<file path="src/rtl/vga_timing_gen_if.sv">
// Timing bundle from the VGA timing generator to the pattern stage.
interface vga_timing_gen_if;
  logic [9:0]  x;
  logic [9:0]  y;
  logic        pix_valid;
  logic        line_start;
  logic        frame_start;
  logic [31:0] frame_count;
  logic        hsync_d;
  logic        vsync_d;
  logic        de_d;

  modport master (
    output x, y, pix_valid, line_start, frame_start, frame_count,
    output hsync_d, vsync_d, de_d
  );

  modport slave (
    input x, y, pix_valid, line_start, frame_start, frame_count,
    input hsync_d, vsync_d, de_d
  );
endinterface

</file>
<file path="src/rtl/vga_timing_gen.sv">
// VGA timing generator: active-relative pixel coordinates, pixel-valid,
// line/frame pulses, a frame counter, and sync/DE delayed to match the
// downstream pattern pipeline.
module vga_timing_gen #(
  parameter int unsigned H_SYNC     = 96,
  parameter int unsigned H_BP       = 48,
  parameter int unsigned H_ACTIVE   = 640,
  parameter int unsigned H_FP       = 16,
  parameter int unsigned V_SYNC     = 2,
  parameter int unsigned V_BP       = 29,
  parameter int unsigned V_ACTIVE   = 480,
  parameter int unsigned V_FP       = 10,
  parameter bit          SYNC_POL   = 1'b0,
  parameter int unsigned PIPE_DELAY = 4
) (
  input  logic          clk,
  input  logic          reset,
  vga_timing_gen_if.master vga
);

  localparam int unsigned CW      = 10;
  localparam int unsigned H_TOTAL = H_SYNC + H_BP + H_ACTIVE + H_FP;
  localparam int unsigned V_TOTAL = V_SYNC + V_BP + V_ACTIVE + V_FP;

  localparam logic [CW-1:0] H_LAST     = CW'(H_TOTAL - 1);
  localparam logic [CW-1:0] V_LAST     = CW'(V_TOTAL - 1);
  localparam logic [CW-1:0] H_SYNC_END = CW'(H_SYNC);
  localparam logic [CW-1:0] V_SYNC_END = CW'(V_SYNC);
  localparam logic [CW-1:0] H_ACT_BEG  = CW'(H_SYNC + H_BP);
  localparam logic [CW-1:0] V_ACT_BEG  = CW'(V_SYNC + V_BP);
  localparam logic [CW-1:0] H_ACT_END  = CW'(H_SYNC + H_BP + H_ACTIVE);
  localparam logic [CW-1:0] V_ACT_END  = CW'(V_SYNC + V_BP + V_ACTIVE);

  logic [CW-1:0] hc, vc;
  logic          started;

  logic          h_act_c, v_act_c, pv_c, hs_raw_c, vs_raw_c;

  logic [CW-1:0] x_q, y_q;
  logic          pv_q, ls_q, fs_q, hs_q, vs_q;
  logic [31:0]   fc_q;

  // Decode the current counter position into regions.
  always_comb begin
    h_act_c  = (hc >= H_ACT_BEG) && (hc < H_ACT_END);
    v_act_c  = (vc >= V_ACT_BEG) && (vc < V_ACT_END);
    pv_c     = h_act_c && v_act_c;
    hs_raw_c = (hc < H_SYNC_END) ? SYNC_POL : ~SYNC_POL;
    vs_raw_c = (vc < V_SYNC_END) ? SYNC_POL : ~SYNC_POL;
  end

  // Horizontal/vertical position counters, free-running with no stalls.
  always_ff @(posedge clk) begin
    if (reset) begin
      hc <= '0;
      vc <= '0;
    end else if (hc == H_LAST) begin
      hc <= '0;
      vc <= (vc == V_LAST) ? '0 : vc + CW'(1);
    end else begin
      hc <= hc + CW'(1);
    end
  end

  // Aligned outputs: one register stage reflecting the previous position.
  // The frame counter steps together with frame_start, except for the very
  // first frame after reset, so it reads N throughout frame N.
  always_ff @(posedge clk) begin
    if (reset) begin
      x_q     <= '0;
      y_q     <= '0;
      pv_q    <= 1'b0;
      ls_q    <= 1'b0;
      fs_q    <= 1'b0;
      fc_q    <= '0;
      started <= 1'b0;
      hs_q    <= ~SYNC_POL;
      vs_q    <= ~SYNC_POL;
    end else begin
      x_q     <= pv_c ? hc - H_ACT_BEG : '0;
      y_q     <= pv_c ? vc - V_ACT_BEG : '0;
      pv_q    <= pv_c;
      ls_q    <= (hc == '0);
      fs_q    <= (hc == '0) && (vc == '0);
      if ((hc == '0) && (vc == '0) && started) begin
        fc_q <= fc_q + 32'd1;
      end
      started <= 1'b1;
      hs_q    <= hs_raw_c;
      vs_q    <= vs_raw_c;
    end
  end

  assign vga.x           = x_q;
  assign vga.y           = y_q;
  assign vga.pix_valid   = pv_q;
  assign vga.line_start  = ls_q;
  assign vga.frame_start = fs_q;
  assign vga.frame_count = fc_q;

  generate
    if (PIPE_DELAY == 0) begin : g_no_delay
      assign vga.hsync_d = hs_q;
      assign vga.vsync_d = vs_q;
      assign vga.de_d    = pv_q;
    end else begin : g_delay
      // Delay line of {hsync, vsync, de}; reset flushes every stage to idle.
      logic [2:0] dly_q [PIPE_DELAY];

      // Shift the aligned sync/DE through PIPE_DELAY stages.
      always_ff @(posedge clk) begin
        if (reset) begin
          for (int i = 0; i < int'(PIPE_DELAY); i++) begin
            dly_q[i] <= {~SYNC_POL, ~SYNC_POL, 1'b0};
          end
        end else begin
          dly_q[0] <= {hs_q, vs_q, pv_q};
          for (int i = 1; i < int'(PIPE_DELAY); i++) begin
            dly_q[i] <= dly_q[i-1];
          end
        end
      end

      assign {vga.hsync_d, vga.vsync_d, vga.de_d} = dly_q[PIPE_DELAY-1];
    end
  endgenerate

endmodule
</file>
<file path="src/flat_wrapper.sv">
// flat-port wrapper written by rule: the top's interface ports become plain ports
module vga_timing_gen_flat 
#(
  parameter int unsigned H_SYNC     = 96,
  parameter int unsigned H_BP       = 48,
  parameter int unsigned H_ACTIVE   = 640,
  parameter int unsigned H_FP       = 16,
  parameter int unsigned V_SYNC     = 2,
  parameter int unsigned V_BP       = 29,
  parameter int unsigned V_ACTIVE   = 480,
  parameter int unsigned V_FP       = 10,
  parameter bit          SYNC_POL   = 1'b0,
  parameter int unsigned PIPE_DELAY = 4
)
  (clk, reset, vga_x, vga_y, vga_pix_valid, vga_line_start, vga_frame_start, vga_frame_count, vga_hsync_d, vga_vsync_d, vga_de_d);
  vga_timing_gen_if vga_i ();
  input  logic clk;
  input  logic reset;
  output wire logic [$bits(vga_i.x)-1:0] vga_x;
  output wire logic [$bits(vga_i.y)-1:0] vga_y;
  output wire logic [$bits(vga_i.pix_valid)-1:0] vga_pix_valid;
  output wire logic [$bits(vga_i.line_start)-1:0] vga_line_start;
  output wire logic [$bits(vga_i.frame_start)-1:0] vga_frame_start;
  output wire logic [$bits(vga_i.frame_count)-1:0] vga_frame_count;
  output wire logic [$bits(vga_i.hsync_d)-1:0] vga_hsync_d;
  output wire logic [$bits(vga_i.vsync_d)-1:0] vga_vsync_d;
  output wire logic [$bits(vga_i.de_d)-1:0] vga_de_d;
  assign vga_x = vga_i.x;
  assign vga_y = vga_i.y;
  assign vga_pix_valid = vga_i.pix_valid;
  assign vga_line_start = vga_i.line_start;
  assign vga_frame_start = vga_i.frame_start;
  assign vga_frame_count = vga_i.frame_count;
  assign vga_hsync_d = vga_i.hsync_d;
  assign vga_vsync_d = vga_i.vsync_d;
  assign vga_de_d = vga_i.de_d;
  vga_timing_gen #(.H_SYNC(H_SYNC), .H_BP(H_BP), .H_ACTIVE(H_ACTIVE), .H_FP(H_FP), .V_SYNC(V_SYNC), .V_BP(V_BP), .V_ACTIVE(V_ACTIVE), .V_FP(V_FP), .SYNC_POL(SYNC_POL), .PIPE_DELAY(PIPE_DELAY)) u_core (.clk(clk), .reset(reset), .vga(vga_i));
endmodule
</file>
<file path="config.mk">
export PLATFORM = sky130hd
export DESIGN_NAME = vga_timing_gen_flat
export DESIGN_NICKNAME = d
export VERILOG_FILES = /design/src/rtl/vga_timing_gen_if.sv /design/src/rtl/vga_timing_gen.sv /design/src/flat_wrapper.sv
export SDC_FILE = /design/constraint.sdc
export NUM_CORES = 1
export LEC_CHECK = 0
export BUFFER_PORTS_ARGS = -buffer_cell sky130_fd_sc_hd__clkbuf_2
export CORE_AREA = 2 2 108 110
export CTS_CLUSTER_SIZE = 10
export DETAILED_ROUTE_END_ITERATION = 7
export DIE_AREA = 0 0 110 112
export PLACE_DENSITY_LB_ADDON = 0.3
export SYNTH_ARGS = -nofsm -noshare
export SYNTH_HDL_FRONTEND = slang
export SYNTH_SLANG_ARGS = --single-unit
</file>
<file path="constraint.sdc">
create_clock -name clk -period 4.3 [get_ports clk]
set_input_delay 1.075 -clock clk [delete_from_list [all_inputs] [get_ports clk]]
set_output_delay 1.075 -clock clk [all_outputs]
set_load 0.02 [all_outputs]
</file>
==> metrics list <==
- Count of buffers from port buffering: between 50 and 60
* Reg-to-reg critical path startpoint: u_core.hc[0]
- Startpoint of the most critical hold path: u_core.g_delay.dly_q[2][2]
- Final hold analysis gives a worst-case slack of a little over 0.4 ns.
- The run finished with clean final reports.
- Clock latency on the worst-skew pair, taken at its later pin, is around 0.34 ns.
* Hold Path Cell Cnt: 1
- Number of nets with antenna violations after routing: 0
- Sink Count: 90
- In the final routed layout, each cell accounts on average for between 10 and 15 um.
- In this run, post-CTS hold repair placed 0 buffers.
- Seq cells post-synth: 90
* Max Fanout on Critical Path: 27
* Detailed-placement wirelength estimate: 6.00 mm
- Data on the critical path arrives at its endpoint at between 2 and 3 ns.
- The cell sitting at the root of the clock tree is a clkbuf_16.
- Counting instances in the post-synthesis netlist gives the leading cell types as dfxtp_1 (90), nor2_1 (56), xnor2_1 (32).
* Nets@finish: approximately 480
* Busiest metal layer after global routing: met2
* Number of antenna violations at the first check in global routing: 0
* Post-detailed-route via-to-cell ratio: ~5.0
* RR Endpoint: u_core.vga.frame_count[24]
- Core Footprint: between 0.01 and 0.015 mm^2
- First-iteration detailed-routing DRC count: approximately 170
- Startpoint Class: flop
- Wire length of the first global-routing pass: ~14 mm
* Overall die area: 0.0123 mm^2
- Primary flip-flop cell chosen by synthesis mapping: dfxtp_1
- In this run the biggest area consumer among cell types represents 47.4% of the synthesized area.
- Summed over all failing endpoints, the final setup total negative slack is 0 ns.
- Setup repair after global routing left no endpoint under its margin.
- Family with the most delay on the worst path: simple AND/OR/NAND/NOR gates
* Tcrit/Tclk final: about three fifths
* Post-CTS resize count: 0
* Via count of the first global-routing pass: a little under 3000
- Relative to the synthesized area, the layout overhead comes to 18.6%.
- Power per cell area: roughly 390 mW/mm^2
- Gr ovfl total: 0
- Starting Density: about a third
* Detailed-route DRC error count: 0
* Synth Cell Area: 0.00380 mm^2
- Buffers plus inverters on the worst setup path: 2
- Biggest area consumer among synthesized cells: dfxtp_1
* Final count of negative-setup-slack endpoints: 0
- Fraction of met3 tracks used by global routing: roughly 4.2%
- Count of buffers added by post-CTS timing repair for setup: 0
- The synthesized netlist contains between 40 and 50 unique library cells.
- Final hold viol count: 0
- Dominant cells by area after synthesis: dfxtp_1 (47%), xnor2_1 (7.4%), nor2_1 (5.5%)
- In this run the worst hold path is classified as flop to flop.
- 0 antenna diodes ended up in the layout.
- Tot GR Track Use: between 10% and 20%
- Across all layers, the routed design uses about 3100 vias.
* Cell with the largest stage delay on the worst path: nor3b_1
- Max Freq: a little under 400 MHz
* Cells on worst reg2reg path: 8
- Counting every instance in the synthesized netlist gives 420.
- Number of synthesized flops with an enable pin: 0
- Required arrival time at the worst endpoint: ~4.6 ns
* CTS tree: yes
* VDD IR max: about 0.00019 V
- Final max-slew violation count: 0
- Placement Rows: 39
- Worst-case hold path end point: u_core.g_delay.dly_q[3][2]
- Met2 track utilization from global routing: about a fifth
- Placer's final routability congestion estimate: approximately 0.83
* Post-route clock skew: around 0.0063 ns
- In this run the tightest slew margin relative to its limit is 44.9%.
- The most common cell in the synthesized netlist is dfxtp_1.
* Share of synthesized registers carrying an async set or reset: 0%
* Vert. Die Dim: 112 um
- The Yosys step of the flow raised 0 warnings.
- Max incr delay on CP: between 0.5 and 0.6 ns
- The critical path goes through inv_1 > ha_1 > nor3b_1 > nand4_2 > buf_4 > or3_1 > or3_1 > a21oi_1.
- By startpoint and endpoint, the worst setup path is classified as flop to flop.
- A synthesized cell averages approximately 9.0 um^2.
- Shortest clock period the worst path allows after layout: 2.53 ns
- Top Ports: 60
- Total CTS buffers: 9
- In the global route stage, met1 resource usage came out at 20.2%.
* Reported max-cap violation count: 0
- In this design, the critical path's most frequently occurring cell is or3_1.
- Synthesis produced a netlist with a net count of 430.
- Sequential cell area fraction in the yosys report: 47.4%
- STA classifies the critical path endpoint as a flop.
* Filler Cell Count: about 1100
* P_leak: 1.70 nW
* Clock transition at the registers of the reported paths: ~0.06 ns
* H-Tree Depth: 3
- Maximum clock insertion buffer count: 2
- The die is about 110 um wide.
* Drt first pass iters: 4
* Slew of the pin with the lowest slew margin: 0.816 ns
- Across all register-to-register paths, the minimum setup slack is 1.77 ns.
* Pin count of the biggest net entering global routing: between 50 and 60
- Share of cells above drive strength 1: about 20%
- Total detailed-routing wirelength: 8.70 mm
cell families after synthesis:
group,Yosys count,synth area share (%)
compound gates,35,6.03
xor+xnor,41,9.46
mux,1,0.264
buf+inv,34,3.82
flops,90,47.4
simple gates,211,30.3
fa+ha+maj,8,2.64
flip-flops by register name (all words and copies together), names as in the netlist:
signal / flops
u_core.g_delay.dly_q: 12
u_core.hc: 10
u_core.hs_q: 1
u_core.started: 1
u_core.vc: 10
u_core.vga.frame_count: 32
u_core.vga.frame_start: 1
u_core.vga.line_start: 1
u_core.vga.pix_valid: 1
u_core.vga.x: 10
u_core.vga.y: 10
u_core.vs_q: 1
power breakdown:
group          switching (W)   total, W  leakage [nW]  internal [W]
clock network       0.000327   0.000856         0.157      0.000529
registers         0.00000961   0.000855         0.729      0.000845
logic              0.0000376  0.0000557         0.816     0.0000181
total               0.000374    0.00177          1.70       0.00139
per-stage QoR:
step	cells	setup WS, ns	utilization [%]	power, W	instance area (um^2)
detailed placement	599	1.77	37.4	0.000930	4180
global placement	599	1.78	37.4	0.000930	4180
floorplan	420	1.99	-	0.000912	3800
finish	615	1.77	40.3	0.00177	4500
global route	615	1.57	40.3	0.00183	4500
CTS	615	1.77	40.3	0.00179	4500
how the worst max path moves through the flow:
stage,slack [ns],startpoint,cells past startpoint,to
floorplan,1.99,reset,6,u_core.vga.x[6]
global placement,1.78,reset,5,u_core.vga.y[5]
detailed placement,1.77,reset,5,u_core.vga.y[5]
CTS,1.77,u_core.hc[0],8,u_core.vga.frame_count[24]
global route,1.57,u_core.hc[0],8,u_core.vga.frame_count[22]
finish,1.77,u_core.hc[0],8,u_core.vga.frame_count[24]
cell type report:
| type | count | area [um^2] | share of cell area [%] |
|---|---|---|---|
| Timing Repair Buffer | 61 | 310 | 6.89 |
| Sequential cell | 90 | 1800 | 40.0 |
| Clock buffer | 11 | 243 | 5.39 |
| Inverter | 9 | 33.8 | 0.750 |
| Clock inverter | 5 | 85.1 | 1.89 |
| Tap cell | 143 | 179 | 3.97 |
| Multi-Input combinational cell | 296 | 1850 | 41.1 |
metal layers:
layer,share of wire (%),up-vias
li1,-,1560
met1,48,1466
met2,45,66
met3,5.1,10
met4,1.9,0
met5,0,-
cell usage in the layout (no fill, tap or decap), types with 2 or more instances in the layout:
cell type / instances
a21oi_1: 13
a311oi_1: 2
a41oi_1: 2
and2_1: 7
and3_1: 11
and3b_1: 2
and4_1: 5
buf_4: 2
bufinv_16: 2
clkbuf_16: 9
clkbuf_2: 59
dfxtp_1: 90
ha_1: 8
inv_1: 8
inv_6: 2
nand2_1: 20
nand2b_1: 2
nand3_1: 22
nand4_1: 15
nor2_1: 56
nor2b_1: 4
nor3_1: 17
nor3b_1: 4
nor4_1: 16
nor4b_1: 3
nor4bb_1: 3
o21ai_0: 9
or2_2: 11
or3_1: 7
or4_1: 2
xnor2_1: 32
xor2_1: 9
No activity file was read; power rests on OpenSTA's default activity.
